$ cat src/rtl/ls_pkg.sv
// Shared constants and helpers for the ls-series counter models.
// Holds the divide-by-5 encoding, BCD nine and synchronizer depth limit.
package ls_pkg;

  localparam logic [2:0] DIV5_LAST       = 3'd4;
  localparam logic [3:0] BCD_NINE        = 4'b1001;
  localparam int         MAX_SYNC_STAGES = 3;

  typedef enum logic [2:0] {
    D5_S0 = 3'd0,
    D5_S1 = 3'd1,
    D5_S2 = 3'd2,
    D5_S3 = 3'd3,
    D5_S4 = 3'd4
  } div5_e;

  // Next divide-by-5 count; 101/110/111 fold back to 000.
  function automatic div5_e div5_next(input div5_e cur);
    div5_e nxt;
    case (cur)
      D5_S0:   nxt = D5_S1;
      D5_S1:   nxt = D5_S2;
      D5_S2:   nxt = D5_S3;
      D5_S3:   nxt = D5_S4;
      default: nxt = D5_S0;
    endcase
    return nxt;
  endfunction

endpackage

$ cat src/rtl/ls_edge_sync.sv
// Pin synchronizer (0..3 flops) followed by a falling-edge detector.
// Ports: clk, rst (sync, high), pin in; s = synced level, fall = 1-cycle tick.
module ls_edge_sync
  import ls_pkg::*;
#(
  parameter int SYNC_STAGES = 2
) (
  input  logic clk,
  input  logic rst,
  input  logic pin,
  output logic s,
  output logic fall
);

  logic prev;

  if (SYNC_STAGES < 0 || SYNC_STAGES > MAX_SYNC_STAGES) begin : g_bad
    $error("ls_edge_sync: SYNC_STAGES out of range");
  end

  if (SYNC_STAGES == 0) begin : g_direct
    assign s = pin;
  end else begin : g_sync
    logic [SYNC_STAGES-1:0] sync;

    always_ff @(posedge clk) begin
      if (rst) begin
        sync <= '0;
      end else begin
        sync[0] <= pin;
        for (int i = 1; i < SYNC_STAGES; i++) begin
          sync[i] <= sync[i-1];
        end
      end
    end

    assign s = sync[SYNC_STAGES-1];
  end

  // prev resets low so a pin held low across reset gives no tick.
  always_ff @(posedge clk) begin
    if (rst) prev <= 1'b0;
    else     prev <= s;
  end

  assign fall = prev & ~s;

endmodule

$ cat src/rtl/ls90_sync.sv
// SN74LS90 decade counter, clock pins sampled by clk (divide-by-2 + divide-by-5).
// Ports: clk, rst, _CKA/_CKB clock pins, _R01/_R02/_R91/_R92 gates, _QA.._QD.
module ls90_sync
  import ls_pkg::*;
#(
  parameter int SYNC_STAGES = 2
) (
  input  logic clk,
  input  logic rst,
  input  logic _CKA,
  input  logic _CKB,
  input  logic _R01,
  input  logic _R02,
  input  logic _R91,
  input  logic _R92,
  output logic _QA,
  output logic _QB,
  output logic _QC,
  output logic _QD
);

  logic       tick_a;
  logic       tick_b;
  logic       s_cka_unused;
  logic       s_ckb_unused;
  logic [3:0] gate_fall_unused;
  logic       s_r01;
  logic       s_r02;
  logic       s_r91;
  logic       s_r92;
  logic       r0;
  logic       r9;

  logic       qa_q;
  logic       qa_d;
  div5_e      d5_q;
  div5_e      d5_d;

  ls_edge_sync #(.SYNC_STAGES(SYNC_STAGES)) u_cka (
    .clk (clk),
    .rst (rst),
    .pin (_CKA),
    .s   (s_cka_unused),
    .fall(tick_a)
  );

  ls_edge_sync #(.SYNC_STAGES(SYNC_STAGES)) u_ckb (
    .clk (clk),
    .rst (rst),
    .pin (_CKB),
    .s   (s_ckb_unused),
    .fall(tick_b)
  );

  ls_edge_sync #(.SYNC_STAGES(SYNC_STAGES)) u_r01 (
    .clk (clk),
    .rst (rst),
    .pin (_R01),
    .s   (s_r01),
    .fall(gate_fall_unused[0])
  );

  ls_edge_sync #(.SYNC_STAGES(SYNC_STAGES)) u_r02 (
    .clk (clk),
    .rst (rst),
    .pin (_R02),
    .s   (s_r02),
    .fall(gate_fall_unused[1])
  );

  ls_edge_sync #(.SYNC_STAGES(SYNC_STAGES)) u_r91 (
    .clk (clk),
    .rst (rst),
    .pin (_R91),
    .s   (s_r91),
    .fall(gate_fall_unused[2])
  );

  ls_edge_sync #(.SYNC_STAGES(SYNC_STAGES)) u_r92 (
    .clk (clk),
    .rst (rst),
    .pin (_R92),
    .s   (s_r92),
    .fall(gate_fall_unused[3])
  );

  assign r0 = s_r01 & s_r02;
  assign r9 = s_r91 & s_r92;

  always_ff @(posedge clk) begin
    if (rst) begin
      qa_q <= 1'b0;
      d5_q <= D5_S0;
    end else begin
      qa_q <= qa_d;
      d5_q <= d5_d;
    end
  end

  // Set-to-9 beats reset-to-0; ticks under either gate are dropped.
  always_comb begin
    qa_d = qa_q;
    d5_d = d5_q;
    if (r9) begin
      qa_d = BCD_NINE[0];
      d5_d = div5_e'(BCD_NINE[3:1]);
    end else if (r0) begin
      qa_d = 1'b0;
      d5_d = D5_S0;
    end else begin
      if (tick_a) qa_d = ~qa_q;
      if (tick_b) d5_d = div5_next(d5_q);
    end
  end

  always_comb begin
    _QA = qa_q;
    {_QD, _QC, _QB} = d5_q;
  end

endmodule

$ cat config.mk
export PLATFORM = sky130hd
export DESIGN_NAME = ls90_sync
export DESIGN_NICKNAME = d
export VERILOG_FILES = /design/src/rtl/ls_pkg.sv /design/src/rtl/ls_edge_sync.sv /design/src/rtl/ls90_sync.sv
export SDC_FILE = /design/constraint.sdc
export NUM_CORES = 1
export LEC_CHECK = 0
export CORE_ASPECT_RATIO = 0.9
export CORE_MARGIN = 3
export CORE_UTILIZATION = 40
export CTS_CLUSTER_DIAMETER = 120
export DETAILED_ROUTE_END_ITERATION = 8
export GPL_ROUTABILITY_DRIVEN = 0
export REMOVE_ABC_BUFFERS = 1
export SLEW_MARGIN = 30
export SYNTH_ARGS = -nofsm -noshare
export SYNTH_HDL_FRONTEND = slang
export SYNTH_SLANG_ARGS = --single-unit
$ cat constraint.sdc
create_clock -name clk -period 1.2 [get_ports clk]
set_input_delay 0.12 -clock clk [delete_from_list [all_inputs] [get_ports clk]]
set_output_delay 0.12 -clock clk [all_outputs]
set_load 0.1 [all_outputs]
Word-level counts from Yosys, hierarchy flattened
Cells that the tools add are included.
{"block": "totals", "register_bits": 18, "output_inout_bits": 4, "wordCells": 32}
{"block": "classes", "n_eq_ne": 3, "muxes": 7, "n_bitwise": 7, "reduce_logical": 4}
{"operator": "one-hot mux 3 bit (4 select lines)", "n": 1}
{"operator": "2-to-1 mux 3 bit", "n": 3}
{"operator": "equality test 3 x 2 -> 1 bit, second input constant", "n": 2}
{"operator": "nonzero test 3 bit", "n": 2}
{"operator": "AND 1 bit", "n": 4}
{"operator": "equality test 3 x 1 -> 1 bit, second input constant", "n": 1}
{"operator": "zero test 3 bit", "n": 1}
{"operator": "2-to-1 mux 1 bit", "n": 3}
{"operator": "NOT 1 bit", "n": 3}
{"operator": "OR reduction 3 bit", "n": 1}

Depth between registers and ports, before layout
Gate-level depths: netlist of run 1.
{"block": "depth", "ltp_word": 5, "mapped_depth": 3, "mapped_depth_nobuf": 3}

Cells and area by module
Synthesis of run 1 repeated with hierarchy kept, for this count alone.
{"block": "hier_totals", "hier_cells": 63, "area_unflattened_um2": 718.2}
{"module": "ls_edge_sync", "instances": 6, "cells_per_inst": 7, "area_per_inst_um2": 87.6, "seq_area_each_um2": 60.1}
{"module": "ls90_sync", "instances": 1, "cells_per_inst": 21, "area_per_inst_um2": 192.7, "seq_area_each_um2": 80.1}

Worst setup path before layout of run 1
OpenSTA, ideal clock, no wires.
{"block": "synth_path", "path_kind": "register to register", "startpoint": "register d5_q[0]", "endpoint": "register d5_q[1]", "setup_ns": 0.103, "arrival_time_ns": 1.609, "required_time_ns": 1.097, "slack_ns": -0.512, "stages_incl_launch_ff": 4, "period_less_slack_ns": 1.712, "cell_sequence": "dfxtp_1 nand3b_1 xor2_1 a2111oi_2"}
{"block": "synth_via", "elab_chain_len": 2}
{"element": "from (decl)", "line": "ls90_sync.sv:36", "text": "div5_e d5_q;"}
{"element": "from (signal assigned)", "line": "ls90_sync.sv:93", "text": "d5_q <= D5_S0;"}
{"element": "from (signal assigned)", "line": "ls90_sync.sv:96", "text": "d5_q <= d5_d;"}
{"element": "equality test 3 x 2 -> 1 bit, or another cell as far along", "line": "ls_pkg.sv:20", "text": "case (cur)"}
{"element": "one-hot mux 3 bit (4 select lines) *", "line": "ls_pkg.sv:20"}
Every way passes the cells marked *; elsewhere a longest branch is shown, timed or not.
A chain may end at the register's enable or synchronous reset.

Worst setup path after layout of run 1
{"block": "layout_path", "startpoint": "register u_ckb.prev", "endpoint": "register d5_q[2]"}
{"block": "layout_via", "elab_chain_len": 2}
{"element": "from (decl)", "line": "ls_edge_sync.sv:15", "text": "logic prev;"}
{"element": "from (signal assigned)", "line": "ls_edge_sync.sv:43", "text": "else prev <= s;"}
{"element": "AND 1 bit", "line": "ls_edge_sync.sv:46", "text": "assign fall = prev & ~s;"}
{"element": "nonzero test 3 bit (no line)"}
No other way between the ends.

==> reports/results.txt, run 1 <==
fin. max-slew vios: 0
H-tree depth: 1
setup slack, reg-to-reg: 0.13 ns
hold_ws: 0.388 ns
hold_sp: _CKA
root buf cell: clkbuf_4
DR iter-0 viols: 5
startpoint types: flip-flop
Setup TNS: 0 ns
Ports: 12
CTS Sinks: 18
Nets: 77
PD cells: 1260 nW/um^2
Rel. slew slack: 78.1%
Crit Path Class: reg2reg
largest net degree at the start of global routing: 10
Worst setup startpoint: u_ckb.prev
PortBufs: 11
endpoints failing setup: 0
Clock transition at path regs: 0.09 ns
synthesized instance count: 50
hold_buf cts: 0
Max Clock Skew: 0.00289 ns
CTS buffer count: 3
most frequent cell after synthesis: dfxtp_1
Global Route Usage Sum: 10.2%
Post CTS Setup Buffer Count: 0
Rows: 12
post-layout instance area: 800 sq um
grt ovf: 0
fill count: 111
Final Instance Count excl. Fillers: 81
vias in the first global route: 399
placed wire-length estimate: 683 microns
WL/cell: 10.3 microns
Synth area leaders: dfxtp_1 (61%), nor2b_1 (16%), a2111oi_2 (2.6%)
synth-to-layout area growth: 36.2%
Req. time, crit path: 1.39 ns
reg2reg start: u_ckb.prev
CTS tree: done
Tot Pwr: 1.01 mW
Syn Area/Cell: 11.7 sq um
drt drc: 0
initial antenna violation count: 0
Least-Margin Pin Slew: 0.328 ns
via count: 388
placed instance area: 777 sq um
Die H: 42.3 microns
clock latency on the worst-skew pair: 0.27 ns
Placement Setup Slack: 0.0119 ns
Clock Tree Buf Depth: 2
post-route ant nets: 0
total core area: 1310 sq um
arrival time at the worst endpoint: 1.26 ns
Fin. Hold Viols: 0
CP endpoint kind: flip-flop
Final Cycle Share: 89.3%
Seq/Total Area, Yosys: 61.4%
Hold Path Class: in2reg
Netlist cell types: 17
number of synthesized flops with an enable pin: 0
status: finished, final reports clean
Max-Cap Viols: 0
static leakage: 0.300 nW
post-cts resize count: 0
Max rail drop VDD: 0.674 mV
FMAX: 933 MHz
Top FF cell, synth: dfxtp_1
initial core utilization: 44.9%
placed cells: 78
drt pass-1 iters: 3
Crit Path Max Fanout: 3
flops & latches, synth: 18
Ant. Diodes: 0
die area: 1960 sq um
Synth top area share: 61.4%
final WL: 835 microns
via density per instance: 4.79
share of layout cells above drive strength 1: 19.4%
Post-synth ARST share: 0%
fin worst setup slack: 0.129 ns
Cell Area, Synth: 587 sq um
Die X: 46.4 microns
Yosys warning count: 0
Synth top cells by count: dfxtp_1 (18), nor2b_1 (15), a21oi_1 (2), nor2_1 (2)
largest area contributor in the netlist: dfxtp_1
RSZ-0062 raised after global routing: false
Util after Layout: 61.2%
first-pass GRT wire length: 1440 microns
minimum clock period: 1.07 ns
worst max-delay path: stages (launching register included):
cell	delay, ns
dfxtp_1	0.32
nor2b_1	0.16
a22o_1	0.23
a221oi_2	0.28
placed cells by master, fill, tap and decap left out:
cell / n
o2bb2ai_1: 1
nand3_1: 1
xor2_1: 1
mux2i_1: 1
a22o_1: 1
buf_4: 4
clkdlybuf4s50_1: 7
buf_12: 4
a21oi_1: 2
a221o_1: 1
xnor2_1: 1
a221oi_2: 1
nor2_1: 2
nor2b_1: 15
nand2b_1: 1
nand3b_1: 1
nand2_1: 1
a2111oi_2: 1
dfxtp_1: 18
clkbuf_4: 3
kinds of logic after synthesis:
kind of cell | after synthesis | share of synthesized area, %
AO/OA/AOI/OAI | 7 | 11.5
flip-flops | 18 | 61.4
AND/OR/NAND/NOR | 21 | 21.1
multiplexers | 1 | 1.71
buffers and inverters | 1 | 1.28
XOR/XNOR | 2 | 2.99
where the power goes:
part           switching [mW]  internal [mW]
logic                  0.0481         0.0582
registers              0.0123          0.621
clock network           0.154          0.116
total                   0.214          0.795
layout make-up:
type	count	area [sq um]	share of cell area (%)
clock buffer	3	22.5	2.82
multi-input combinational	31	219	27.4
sequential	18	360	45.1
tap	14	17.5	2.19
timing repair buffer	15	180	22.5
final timing paths:
| kind | to | cells past startpoint |
|---|---|---|
| worst min-delay path | u_cka.g_sync.sync[0] | 2 |
| worst max register to register | d5_q[2] | 3 |
| worst max-delay path | d5_q[2] | 3 |
| worst min register to register | u_r01.g_sync.sync[1] | 1 |
flip-flops by register name, summed over array words and instances (netlist names):
signal	cells
u_r02.g_sync.sync	2
u_cka.g_sync.sync	2
u_ckb.prev	1
_QA	1
d5_q	3
u_r01.g_sync.sync	2
u_cka.prev	1
u_r92.g_sync.sync	2
u_ckb.g_sync.sync	2
u_r91.g_sync.sync	2
per-layer routing:
metal  wire length (microns)  part of all wire, %  GRT usage [%]  up-vias
met5                       0                    0              0        -
met4                       0                    0           5.68        0
met3                      46                  5.5           3.86        0
met2                     404                   48           15.4       11
met1                     384                   46           11.9      170
li1                        -                    -              -      207
No activity file was read; power rests on OpenSTA's default activity.
==> inputs of run 2 (changes only) <==
- CTS_BUF_LIST: default -> sky130_fd_sc_hd__clkbuf_4
==> results of run 2 <==
The final DEF is identical to that of run 1; final timing and power are the same.
==> variant: new RTL, flow settings as in run 2 <==
Register the output `_QA`; this adds one clock of latency there. The other outputs are not delayed to match.
--- a/src/rtl/ls90_sync.sv
+++ b/src/rtl/ls90_sync.sv
@@ -20,2 +20,4 @@
 );
+
+  logic _QA_d;
 
@@ -116,4 +118,8 @@
   always_comb begin
-    _QA = qa_q;
+    _QA_d = qa_q;
     {_QD, _QC, _QB} = d5_q;
+  end
+
+  always_ff @(posedge clk) begin
+    _QA <= _QA_d;
   end
Behaviour: not the same (a bounded check fails within 4 cycles, from zero or initial values and one cycle with rst high).
==> variant against run 2 <==
Die area grew 2.9%. Setup slack got worse by 0.020 ns. Routed wire length grew 1.3%. Sequential cell count increased by 1. Area after synthesis increased by 3.4%. Total power is 8.2% higher. Worst hold slack lost 0.019 ns. Global-route usage shrank 0.17 points. Final area is 2.5% higher. Utilization is 0.82 points higher. Largest power group unchanged. Final cell count grew 1.2%. Via count did not move.
==> variant: results (changes against run 2) <==
status=completed; crit-path max FO=3 (unchanged); total track usage=0.09983 (-0.001689); largest net degree at the start of global routing=13 (+3); vias in the first global route=359 (-10%); post-route insts no fill=82 (+1.2%); synth top area cells=dfxtp_1, nor2b_1, a2111oi_2; worst reg2reg path depth=3 (unchanged); drt pass-1 iters=4 (+1); per-cell routed wire length=10.32 um (about the same); DP Worst Slack=0.08711 ns (+0.07524 ns); placed cell area=789.5 um^2 (+1.6%); ANT cells=0 (unchanged); syn_area_per_cell=11.90 um^2 (+1.4%); first-pass GRT wire length=1421 um (-0.98%); worst skew pair latency=0.29 ns (+0.02 ns); worst-case vdd ir drop=0.0008404 V (+25%); H-tree levels=1 (unchanged); CTS clk-pin slew, worst paths=0.11 ns (+0.02 ns); placed wire-length estimate=649.3 um (-4.9%); R2R Setup Slk=0.11 ns (-0.02 ns); share of post-route cells with drive strength above 1=0.1912 (-0.002853); Synth top cells by count=dfxtp_1, nor2b_1, a21oi_1, nor2_1; mean number of vias per cell=4.732 (-1.2%); Crit path arrival time=1.30 ns (+0.04 ns); slew margin rel.=0.7997 (+0.01921); hold slack=0.3696 ns (-0.01857 ns); Lkg Pwr=0.3035 nW (+1.2%); Clock Skew=0.001573 ns (-0.001321 ns); sequential area share after synthesis=0.6268 (+0.01273); worst hold path depth=2 (unchanged)
-- variant: cell count changes after synthesis, sizes merged --
cell   change
dfxtp      +1
-- variant: cell families (layout without fill, tap and decap cells) --
family	count (synthesis)	in the layout	share of synthesized area
AND/OR/NAND/NOR	21	21	0.2041
AO/OA/AOI/OAI	7	7	0.1113
flip-flops	19	19	0.6268
multiplexers	1	1	0.01650
buffers and inverters	1	18	0.01238
XOR/XNOR	2	2	0.02887
-- variant: per-layer routing --
| layer | vias up | part of all wire | wire [um] | GRT usage |
|---|---|---|---|---|
| met5 | - | 0 | 0 | 0 |
| met4 | 0 | 0 | 0 | 0.06077 |
| met3 | 0 | 0.078 | 66 | 0.04237 |
| met2 | 12 | 0.42 | 356 | 0.1355 |
| met1 | 173 | 0.50 | 423 | 0.1269 |
| li1 | 203 | - | - | - |
-- variant: layout make-up --
type                            instances  area, um^2
Clock buffer                            3       22.52
Clock inverter                          1       7.507
Fill cell                             107       501.7
Multi-Input combinational cell         31       219.0
Sequential cell                        19       380.4
Tap cell                               14       17.52
Timing Repair Buffer                   14       172.7
-- variant: worst max path at each step --
stage	from	end	slack, ns	depth (start not counted)
2_1_floorplan	d5_q[0]$_SDFFE_PP0P_	d5_q[1]$_SDFFE_PP0P_	-0.51	3
3_3_place_gp	rst	u_ckb.g_sync.sync[0]$_SDFF_PP0_	0.10	3
3_5_place_dp	rst	u_r92.g_sync.sync[0]$_SDFF_PP0_	0.09	3
4_1_cts	d5_q[0]$_SDFFE_PP0P_	_QB	0.11	2
5_1_grt	u_ckb.prev$_SDFF_PP0_	d5_q[2]$_SDFFE_PP0P_	0.03	3
6_report	u_ckb.prev$_SDFF_PP0_	d5_q[2]$_SDFFE_PP0P_	0.11	3
-- variant: report_power, final --
part	switching, mW	leakage (nW)	total (mW)	internal, mW
Combinational	0.0480	0.133	0.104	0.0563
Clock	0.193	0.0139	0.319	0.126
Sequential	0.0126	0.156	0.669	0.656
Total	0.253	0.304	1.09	0.839
-- variant: critical path: stages (launching register included) --
cell and delay (ns):
dfxtp_1 0.32, nor2b_1 0.17, a22o_1 0.23, a221oi_2 0.29
